[src/rtl/pwq_pkg.sv]
// Shared encodings, pipeline depth and the clamp helper used by the
// piecewise-quadratic activation unit.
package pwq_pkg;

   typedef enum logic [1:0] {
      SEL_K0   = 2'd0,
      SEL_K1   = 2'd1,
      SEL_B    = 2'd2,
      SEL_NONE = 2'd3
   } sel_e;

   typedef enum logic {
      MODE_TANH = 1'b0,
      MODE_SIGM = 1'b1
   } mode_e;

   localparam int PIPE_DEPTH = 5;
   localparam int SAT_W      = 64;

   typedef logic signed [SAT_W-1:0] wide_t;

   // Symmetric clamp to +/-(2^(dw-1)-1): the most negative code is never
   // produced, so negating a clamped value can never overflow.
   function automatic wide_t saturate(input wide_t v, input int dw);
      wide_t lim;
      lim = (wide_t'(1) <<< (dw - 1)) - wide_t'(1);
      if (v > lim) return lim;
      if (v < -lim) return -lim;
      return v;
   endfunction

endpackage

[src/rtl/pwq_coef_tbl.sv]
// Coefficient register file: 2*NSEG entries of {k0, k1, b}, one write
// port and one combinational read of all three coefficients.
module pwq_coef_tbl
   import pwq_pkg::*;
#(
   parameter int DW       = 16,
   parameter int SEG_BITS = 3
) (
   input  logic                clk,
   input  logic                we,
   input  logic [SEG_BITS+2:0] waddr,
   input  logic [DW-1:0]       wdata,
   input  logic [SEG_BITS:0]   raddr,
   output logic [DW-1:0]       k0,
   output logic [DW-1:0]       k1,
   output logic [DW-1:0]       b
);

   localparam int NENT = 2 ** (SEG_BITS + 1);

   logic [DW-1:0]     k0_mem [NENT];
   logic [DW-1:0]     k1_mem [NENT];
   logic [DW-1:0]     b_mem  [NENT];
   logic [SEG_BITS:0] widx;
   sel_e              wsel;

   assign widx = waddr[SEG_BITS+2:2];
   assign wsel = sel_e'(waddr[1:0]);

   // No reset: contents survive rst and are programmed by software.
   always_ff @(posedge clk) begin
      if (we) begin
         case (wsel)
            SEL_K0:  k0_mem[widx] <= wdata;
            SEL_K1:  k1_mem[widx] <= wdata;
            SEL_B:   b_mem[widx]  <= wdata;
            default: ;
         endcase
      end
   end

   assign k0 = k0_mem[raddr];
   assign k1 = k1_mem[raddr];
   assign b  = b_mem[raddr];

endmodule

[src/rtl/pwq_act.sv]
// Piecewise-quadratic activation (tanh / sigmoid symmetry), 5-stage
// pipeline with a single global stall driven by the output handshake.
module pwq_act
   import pwq_pkg::*;
#(
   parameter int DW        = 16,
   parameter int FRAC      = 12,
   parameter int SEG_BITS  = 3,
   parameter int SEG_SHIFT = 12
) (
   input  logic                clk,
   input  logic                rst,
   input  logic                in_valid,
   output logic                in_ready,
   input  logic [DW-1:0]       din,
   input  logic                mode,
   output logic                out_valid,
   input  logic                out_ready,
   output logic [DW-1:0]       dout,
   input  logic                cfg_we,
   input  logic [SEG_BITS+2:0] cfg_addr,
   input  logic [DW-1:0]       cfg_wdata
);

   localparam int NSEG = 2 ** SEG_BITS;
   localparam logic signed [DW-1:0] MAXV = {1'b0, {(DW-1){1'b1}}};
   localparam logic signed [DW-1:0] MINV = {1'b1, {(DW-1){1'b0}}};
   localparam logic signed [DW+1:0] ONE  = (DW+2)'(1) << FRAC;

   logic                  adv;
   logic [PIPE_DEPTH:0]   vld_pipe;

   assign adv         = !out_valid || out_ready;
   assign in_ready    = adv;
   assign vld_pipe[0] = in_valid;
   assign out_valid   = vld_pipe[PIPE_DEPTH];

   always_ff @(posedge clk) begin
      if (rst)      vld_pipe[PIPE_DEPTH:1] <= '0;
      else if (adv) vld_pipe[PIPE_DEPTH:1] <= vld_pipe[PIPE_DEPTH-1:0];
   end

   // Stage 0: magnitude, segment select and coefficient read.
   logic signed [DW-1:0]  x, a0;
   logic [DW-1:0]         seg_raw;
   logic [SEG_BITS-1:0]   seg0;
   logic [DW-1:0]         c_k0, c_k1, c_b;

   assign x = din;

   always_comb begin
      if (!x[DW-1])     a0 = x;
      else if (x == MINV) a0 = MAXV;
      else              a0 = -x;
   end

   assign seg_raw = $unsigned(a0) >> SEG_SHIFT;
   assign seg0    = (seg_raw > DW'(NSEG - 1)) ? SEG_BITS'(NSEG - 1) : seg_raw[SEG_BITS-1:0];

   pwq_coef_tbl #(.DW(DW), .SEG_BITS(SEG_BITS)) u_tbl (
      .clk   (clk),
      .we    (cfg_we),
      .waddr (cfg_addr),
      .wdata (cfg_wdata),
      .raddr ({mode, seg0}),
      .k0    (c_k0),
      .k1    (c_k1),
      .b     (c_b)
   );

   // Stage 1: registered operands.
   logic                 s1_neg;
   mode_e                s1_mode;
   logic signed [DW-1:0] s1_a, s1_k0, s1_k1, s1_b;

   always_ff @(posedge clk) begin
      if (adv && vld_pipe[0]) begin
         s1_neg  <= x[DW-1];
         s1_mode <= mode_e'(mode);
         s1_a    <= a0;
         s1_k0   <= c_k0;
         s1_k1   <= c_k1;
         s1_b    <= c_b;
      end
   end

   // Stage 2: a^2 and k1*a.
   logic signed [2*DW-1:0] p_aa, p_k1;
   logic                   s2_neg;
   mode_e                  s2_mode;
   logic signed [DW-1:0]   s2_a2, s2_t1, s2_k0, s2_b;

   assign p_aa = (2*DW)'(s1_a) * (2*DW)'(s1_a);
   assign p_k1 = (2*DW)'(s1_k1) * (2*DW)'(s1_a);

   always_ff @(posedge clk) begin
      if (adv && vld_pipe[1]) begin
         s2_a2   <= DW'(saturate(SAT_W'(p_aa >>> FRAC), DW));
         s2_t1   <= DW'(saturate(SAT_W'(p_k1 >>> FRAC), DW));
         s2_k0   <= s1_k0;
         s2_b    <= s1_b;
         s2_neg  <= s1_neg;
         s2_mode <= s1_mode;
      end
   end

   // Stage 3: k0*a^2.
   logic signed [2*DW-1:0] p_k0;
   logic                   s3_neg;
   mode_e                  s3_mode;
   logic signed [DW-1:0]   s3_t0, s3_t1, s3_b;

   assign p_k0 = (2*DW)'(s2_k0) * (2*DW)'(s2_a2);

   always_ff @(posedge clk) begin
      if (adv && vld_pipe[2]) begin
         s3_t0   <= DW'(saturate(SAT_W'(p_k0 >>> FRAC), DW));
         s3_t1   <= s2_t1;
         s3_b    <= s2_b;
         s3_neg  <= s2_neg;
         s3_mode <= s2_mode;
      end
   end

   // Stage 4: three-term sum with two guard bits.
   logic                 s4_neg;
   mode_e                s4_mode;
   logic signed [DW+1:0] s4_sum, corr;

   always_ff @(posedge clk) begin
      if (adv && vld_pipe[3]) begin
         s4_sum  <= (DW+2)'(s3_t0) + (DW+2)'(s3_t1) + (DW+2)'(s3_b);
         s4_neg  <= s3_neg;
         s4_mode <= s3_mode;
      end
   end

   // Stage 5: symmetry correction for negative inputs, final clamp.
   always_comb begin
      corr = s4_sum;
      if (s4_neg) corr = (s4_mode == MODE_TANH) ? -s4_sum : ONE - s4_sum;
   end

   always_ff @(posedge clk) begin
      if (rst)                     dout <= '0;
      else if (adv && vld_pipe[4]) dout <= DW'(saturate(SAT_W'(corr), DW));
   end

endmodule

[config.mk]
export PLATFORM = sky130hd
export DESIGN_NAME = pwq_act
export DESIGN_NICKNAME = d
export VERILOG_FILES = /design/src/rtl/pwq_pkg.sv /design/src/rtl/pwq_coef_tbl.sv /design/src/rtl/pwq_act.sv
export SDC_FILE = /design/constraint.sdc
export NUM_CORES = 2
export LEC_CHECK = 0
export CORE_MARGIN = 2
export CORE_UTILIZATION = 61
export CTS_BUF_LIST = sky130_fd_sc_hd__clkbuf_4 sky130_fd_sc_hd__clkbuf_8
export DETAILED_ROUTE_END_ITERATION = 10
export GPL_ROUTABILITY_DRIVEN = 0
export PLACE_DENSITY = 0.87
export SETUP_SLACK_MARGIN = 0.05
export SYNTH_ARGS = -nofsm -noshare
export SYNTH_HDL_FRONTEND = slang
export SYNTH_SLANG_ARGS = --single-unit
[constraint.sdc]
create_clock -name clk -period 14.65 [get_ports clk]
set_input_delay 2.1975 -clock clk [delete_from_list [all_inputs] [get_ports clk]]
set_output_delay 2.1975 -clock clk [all_outputs]
set_load 0.02 [all_outputs]
# Word-level counts from Yosys, hierarchy flattened

Memories as Yosys holds them, arrays and structs flattened. A register that Yosys moved wholly into a read port is not among the register bits.
Cells that the tools add are included.

$add $sub $neg: 5
Multipliers: 3
Order comparisons: 9
Equal/unequal tests: 3
Mux-type cells: 52
Reduce and logical (&&, ||, !) cells: 8

Operator list:

| cell                                                                           | number |
|---|---|
| 16-bit 2-to-1 mux                                                              | 18 |
| 16-bit by 16-bit multiplier with 32-bit output                                 | 3 |
| 20-bit by 16-bit > comparator with 1-bit output, second input constant         | 3 |
| 20-bit by 16-bit less-than comparator with 1-bit output, second input constant | 3 |
| 18-bit 2-to-1 mux                                                              | 2 |
| 1-bit 2-to-1 mux                                                               | 31 |
| 17-bit by 16-bit adder with 18-bit output                                      | 1 |
| 18-bit by 16-bit > comparator with 1-bit output, second input constant         | 1 |
| 18-bit by 16-bit less-than comparator with 1-bit output, second input constant | 1 |
| 18-bit negation                                                                | 1 |
| 14-bit by 18-bit subtractor with 18-bit output, first input constant           | 1 |
| 16-bit by 16-bit adder with 17-bit output                                      | 1 |
| 16-bit equality test, second input constant                                    | 1 |
| 16-bit negation                                                                | 1 |
| 1-bit logical AND                                                              | 5 |
| 4-bit by 3-bit > comparator with 1-bit output, second input constant           | 1 |
| 3-bit 2-to-1 mux                                                               | 1 |
| 2-bit by 1-bit equality test with 1-bit output, second input constant          | 1 |
| 2-bit equality test, second input constant                                     | 1 |
| 2-bit logical NOT                                                              | 1 |
| 1-bit logical NOT                                                              | 1 |
| 1-bit logical OR                                                               | 1 |

Register bits after elaboration: 175
RAM bits: 768
Input port bits: 44
Word-level logic and storage cells: 102
Memories kept: 3

Memories:

| memory       | depth | width | read ports | clocked after Yosys merged registers in | wr ports | RTL line           | RTL |
|---|---|---|---|---|---|---|---|
| u_tbl.b_mem  | 16    | 16    | 1          | 1                                       | 1        | pwq_coef_tbl.sv:23 | `logic [DW-1:0] b_mem [NENT];` |
| u_tbl.k0_mem | 16    | 16    | 1          | 1                                       | 1        | pwq_coef_tbl.sv:21 | `logic [DW-1:0] k0_mem [NENT];` |
| u_tbl.k1_mem | 16    | 16    | 1          | 1                                       | 1        | pwq_coef_tbl.sv:22 | `logic [DW-1:0] k1_mem [NENT];` |

# Logic depth before layout (Yosys ltp)

Depth after elaboration: 12
Mapped depth: 29
Gate-level depth less buffers: 25

# Hierarchy

Synthesis repeated with hierarchy kept, for this count alone.

Cell total of the unflattened synthesis: 5056
Area total of the unflattened synthesis: 66562.6 µm²

By module, submodules not included:

| module       | times used | cells an instance | area each (µm²) |
|---|---|---|---|
| pwq_act      | 1          | 3804              | 37589.8 |
| pwq_coef_tbl | 1          | 1252              | 28972.8 |

# Least setup slack after synthesis

No wires, ideal clock.

Path kind: reg2reg
From: register s1_a[1]
To: register s2_t1[5] (data pin)
Library setup time: 0.268 ns
Arrival: 7.001 ns
Required time: 14.382 ns
Slack: 7.382 ns
Cell stages (with the launch flop): 25
Period minus slack after synthesis: 7.268 ns
Path through: edfxtp_1 -> buf_2 -> clkbuf_1 -> nand2_1 -> inv_1 -> fa_1 -> fa_1 -> fa_1 -> fa_1 -> fa_1 -> inv_1 -> fa_1 -> inv_1 -> ha_1 -> a21o_1 -> a21o_1 -> or2_2 -> o22a_1 -> a41oi_1 -> a21oi_1 -> or4_1 -> o211a_1 -> o31ai_1 -> buf_2 -> o21ai_0

Longest elaborated chain between the ends: 7

RTL lines:

| item                                                    | RTL line      | RTL |
|---|---|---|
| start: declaration                                      | pwq_act.sv:74 | `logic signed [DW-1:0] s1_a, s1_k0, s1_k1, s1_b;` |
| start signal: assignment                                | pwq_act.sv:80 | `s1_a <= a0;` |
| 16-bit by 16-bit multiplier with 32-bit output (*)      | pwq_act.sv:94 | `assign p_k1 = (2*DW)'(s1_k1) * (2*DW)'(s1_a);` |
| 20-bit by 16-bit less-than comparator with 1-bit output | pwq_pkg.sv:28 | `if (v < -lim) return -lim;` |
| 1-bit 2-to-1 mux (2 in a row)                           | pwq_pkg.sv:28 |  |
| 1-bit 2-to-1 mux                                        | pwq_act.sv:97 | `if (adv && vld_pipe[1]) begin` |
| 16-bit 2-to-1 mux                                       | pwq_pkg.sv:29 | `return v;` |
| 16-bit 2-to-1 mux (*)                                   | pwq_pkg.sv:28 |  |
| end signal: assignment                                  | pwq_act.sv:99 | `s2_t1 <= DW'(saturate(SAT_W'(p_k1 >>> FRAC), DW));` |
| end: declaration                                        | pwq_act.sv:91 | `logic signed [DW-1:0] s2_a2, s2_t1, s2_k0, s2_b;` |

Mark *: on every way between the ends. The rest lies on a longest branch, timed or not. The select of a mux whose other input is x is not followed.
A chain may end at the register's enable or synchronous reset.

# Final worst setup path

From: register s1_a[15]
To: register s2_a2[11] (data pin)

Longest elaborated chain between the ends: 7

RTL lines:

| item                                                    | RTL line      | RTL |
|---|---|---|
| 16-bit by 16-bit multiplier with 32-bit output (*)      | pwq_act.sv:93 | `assign p_aa = (2*DW)'(s1_a) * (2*DW)'(s1_a);` |
| 20-bit by 16-bit less-than comparator with 1-bit output | pwq_pkg.sv:28 |  |
| 1-bit 2-to-1 mux (2 in a row)                           | pwq_pkg.sv:28 |  |
| 1-bit 2-to-1 mux                                        | pwq_act.sv:97 |  |
| 16-bit 2-to-1 mux                                       | pwq_pkg.sv:29 |  |
| 16-bit 2-to-1 mux (*)                                   | pwq_pkg.sv:28 |  |
| end signal: assignment                                  | pwq_act.sv:98 | `s2_a2 <= DW'(saturate(SAT_W'(p_aa >>> FRAC), DW));` |
| end: declaration                                        | pwq_act.sv:91 |  |

Marked as above.

==> reports/results.txt <==
CTS Hold Bufs: 0
Netlist cell types: 86
Post-synth ARST share: 0%
Setup_tns: 0 ns
DR WL/cell: 26.1 µm
DR pass1 iterations: 7
Sink Count: 991
Mapped cell area: 0.0664 mm²
H-tree depth: 4
Worst-path clk slew: 0.07 ns
Chip Height: 334 µm
Relative slew slack: 25.0%
Worst Hold Slack: 0.409 ns
Critical Path Start Type: flop
Share of layout cells above drive strength 1: 10.8%
Via/cell ratio: 6.37
DIE AREA: 0.111 mm²
Starting Density: 61.7%
Hpwl dp: 113000 µm
Initial DRC count: 5256
Outcome: finished, final reports clean
Syn nets: 6105
Clock Latency Late Sink: 0.86 ns
Endpoints failing hold: 0
Clk root buf: clkbuf_8
Slew @ Worst Pin: 1.12 ns
Mapped Cells: 5023
Final min period: 9.06 ns
Io pins: 62
Seq/Total Area, Yosys: 44.5%
Die width: 334 µm
Crit end category: flop
Critical path peak fanout: 29
CP arrival: 9.73 ns
Setup Skew: 0.0632 ns
Post-route ant nets: 0
Layout area overhead: 7.98%
Worst Path Required: 15.32 ns
Syn. warnings: 0
First-pass GRT wire length: 267000 µm
Port bufs: 61
Post-CTS Setup Repair Bufs: 0
Number of synthesized flops with an enable pin: 970
Core Footprint: 0.108 mm²
Syn Area/Cell: 13.2 µm²
Primary FF master, synth: edfxtp_1
Critical path type: reg2reg
Residual DRC: 0
Max-slew violation count: 0
Largest net degree at the start of global routing: 75
Total grt overflow: 0
Tcrit/Tclk final: 61.9%
Initial antenna violation count: 14
Final WL: 174000 µm
CTS tree: built
Clock Tree Buf Depth: 3
Seq cells post-synth: 991
Nets: 6213
Final setup viols: 0
Post-cts sizing count: 0
Vias in the first global route: 45992
Via count: 42394
Max-cap violations: 0
Hold Path Class: reg2reg
TritonCTS buffer count: 149
Max frequency: 110 MHz
Tot GR Track Use: 32.0%
RSZ-0062 raised after global routing: false
Cell Rows: 120
## layout make-up
type                            count  area (µm²)
Fill cell                        6821       35900
Tap cell                         1403        1760
Timing Repair Buffer              144        1200
Clock buffer                      197        2410
Multi-Input combinational cell   2901       32500
Sequential cell                   991       29500
Clock inverter                     70         629
Inverter                          944        3540
Antenna cell                        6        15.0
## metal layers
layer / track usage [%] / up-vias / wire (µm)
met5: 0 / - / 109
met4: 17.7 / 16 / 10700
met3: 8.47 / 836 / 21900
met2: 51.2 / 3326 / 83000
met1: 40.2 / 21181 / 58000
li1: - / 17035 / -
## cells by family (layout without fill, tap and decap cells)
family | count (synthesis) | in the layout | synth area share (%)
compound gates | 423 | 423 | 4.30
xor+xnor | 127 | 127 | 1.69
fa+ha+maj | 1040 | 1040 | 28.3
buf+inv | 1131 | 1355 | 6.50
flops | 991 | 991 | 44.5
mux | 195 | 195 | 6.56
other cells | 0 | 6 | 0
simple gates | 1116 | 1116 | 8.08
## worst paths after layout
path                                start        end  slack (ns)  cells after the start
worst max-delay path             s1_a[15]  s2_a2[11]        5.59                     21
worst min-delay path            s1_k0[11]  s2_k0[11]        0.41                      0
worst max register to register   s1_a[15]  s2_a2[11]        5.59                     21
worst min register to register  s1_k0[11]  s2_k0[11]        0.41                      0
## stage by stage
step | cells | utilization (%) | instance area [µm²] | setup WS [ns]
4_1_cts | 6650 | 66.6 | 71600 | 5.73
2_1_floorplan | 5023 | - | 66400 | 7.38
5_1_grt | 6652 | 66.6 | 71600 | 5.10
3_3_place_gp | 6383 | 63.8 | 68600 | 6.00
6_report | 6656 | 66.7 | 71700 | 5.59
3_5_place_dp | 6383 | 63.8 | 68600 | 5.75
## worst max-delay path, cell delays in order (launching register included)
cell and delay, ns:
edfxtp_1 0.90, inv_2 0.48, nor2_1 0.32, fa_1 0.61, fa_1 0.77, fa_1 0.50, fa_1 0.51, fa_1 0.50
inv_1 0.05, fa_1 0.47, inv_1 0.04, ha_1 0.39, nand4_1 0.18, nor4_1 0.74, nand4_1 0.17, o2111ai_1 0.29
nand2_1 0.19, o21ai_0 0.36, a211oi_1 0.10, o21ai_0 0.86, nand2b_1 0.25, a21oi_1 0.20
## flip-flops by register name, indices dropped and copies added (netlist names), 18 cells and up
signal and cells:
u_tbl.k0_mem 256, u_tbl.b_mem 256, u_tbl.k1_mem 256, s4_sum 18
## Yosys cell counts, drive strengths merged, types with 69 or more instances
cell type,n,area share [%]
fa,772,23
xnor2,91,1.2
and2,270,2.5
a22oi,102,1.2
clkbuf,143,0.83
nand2,458,2.6
inv,942,5.3
mux4,192,6.5
edfxtp,970,44
ha,266,5.0
o21ai,97,0.74
nor2,195,1.1
a21oi,69,0.53
## placed cells by master, fill, tap and decap left out, types with 91 or more instances in the layout
cell type / count
xnor2_1: 91
fa_1: 772
mux4_2: 192
edfxtp_1: 970
nand2_1: 458
and2_1: 267
ha_1: 266
a22oi_1: 102
inv_1: 937
o21ai_0: 95
nor2_1: 185
clkbuf_8: 149
Power is not shown: default switching activity piles up to over one toggle a cycle in this logic, so the estimate is an artifact.
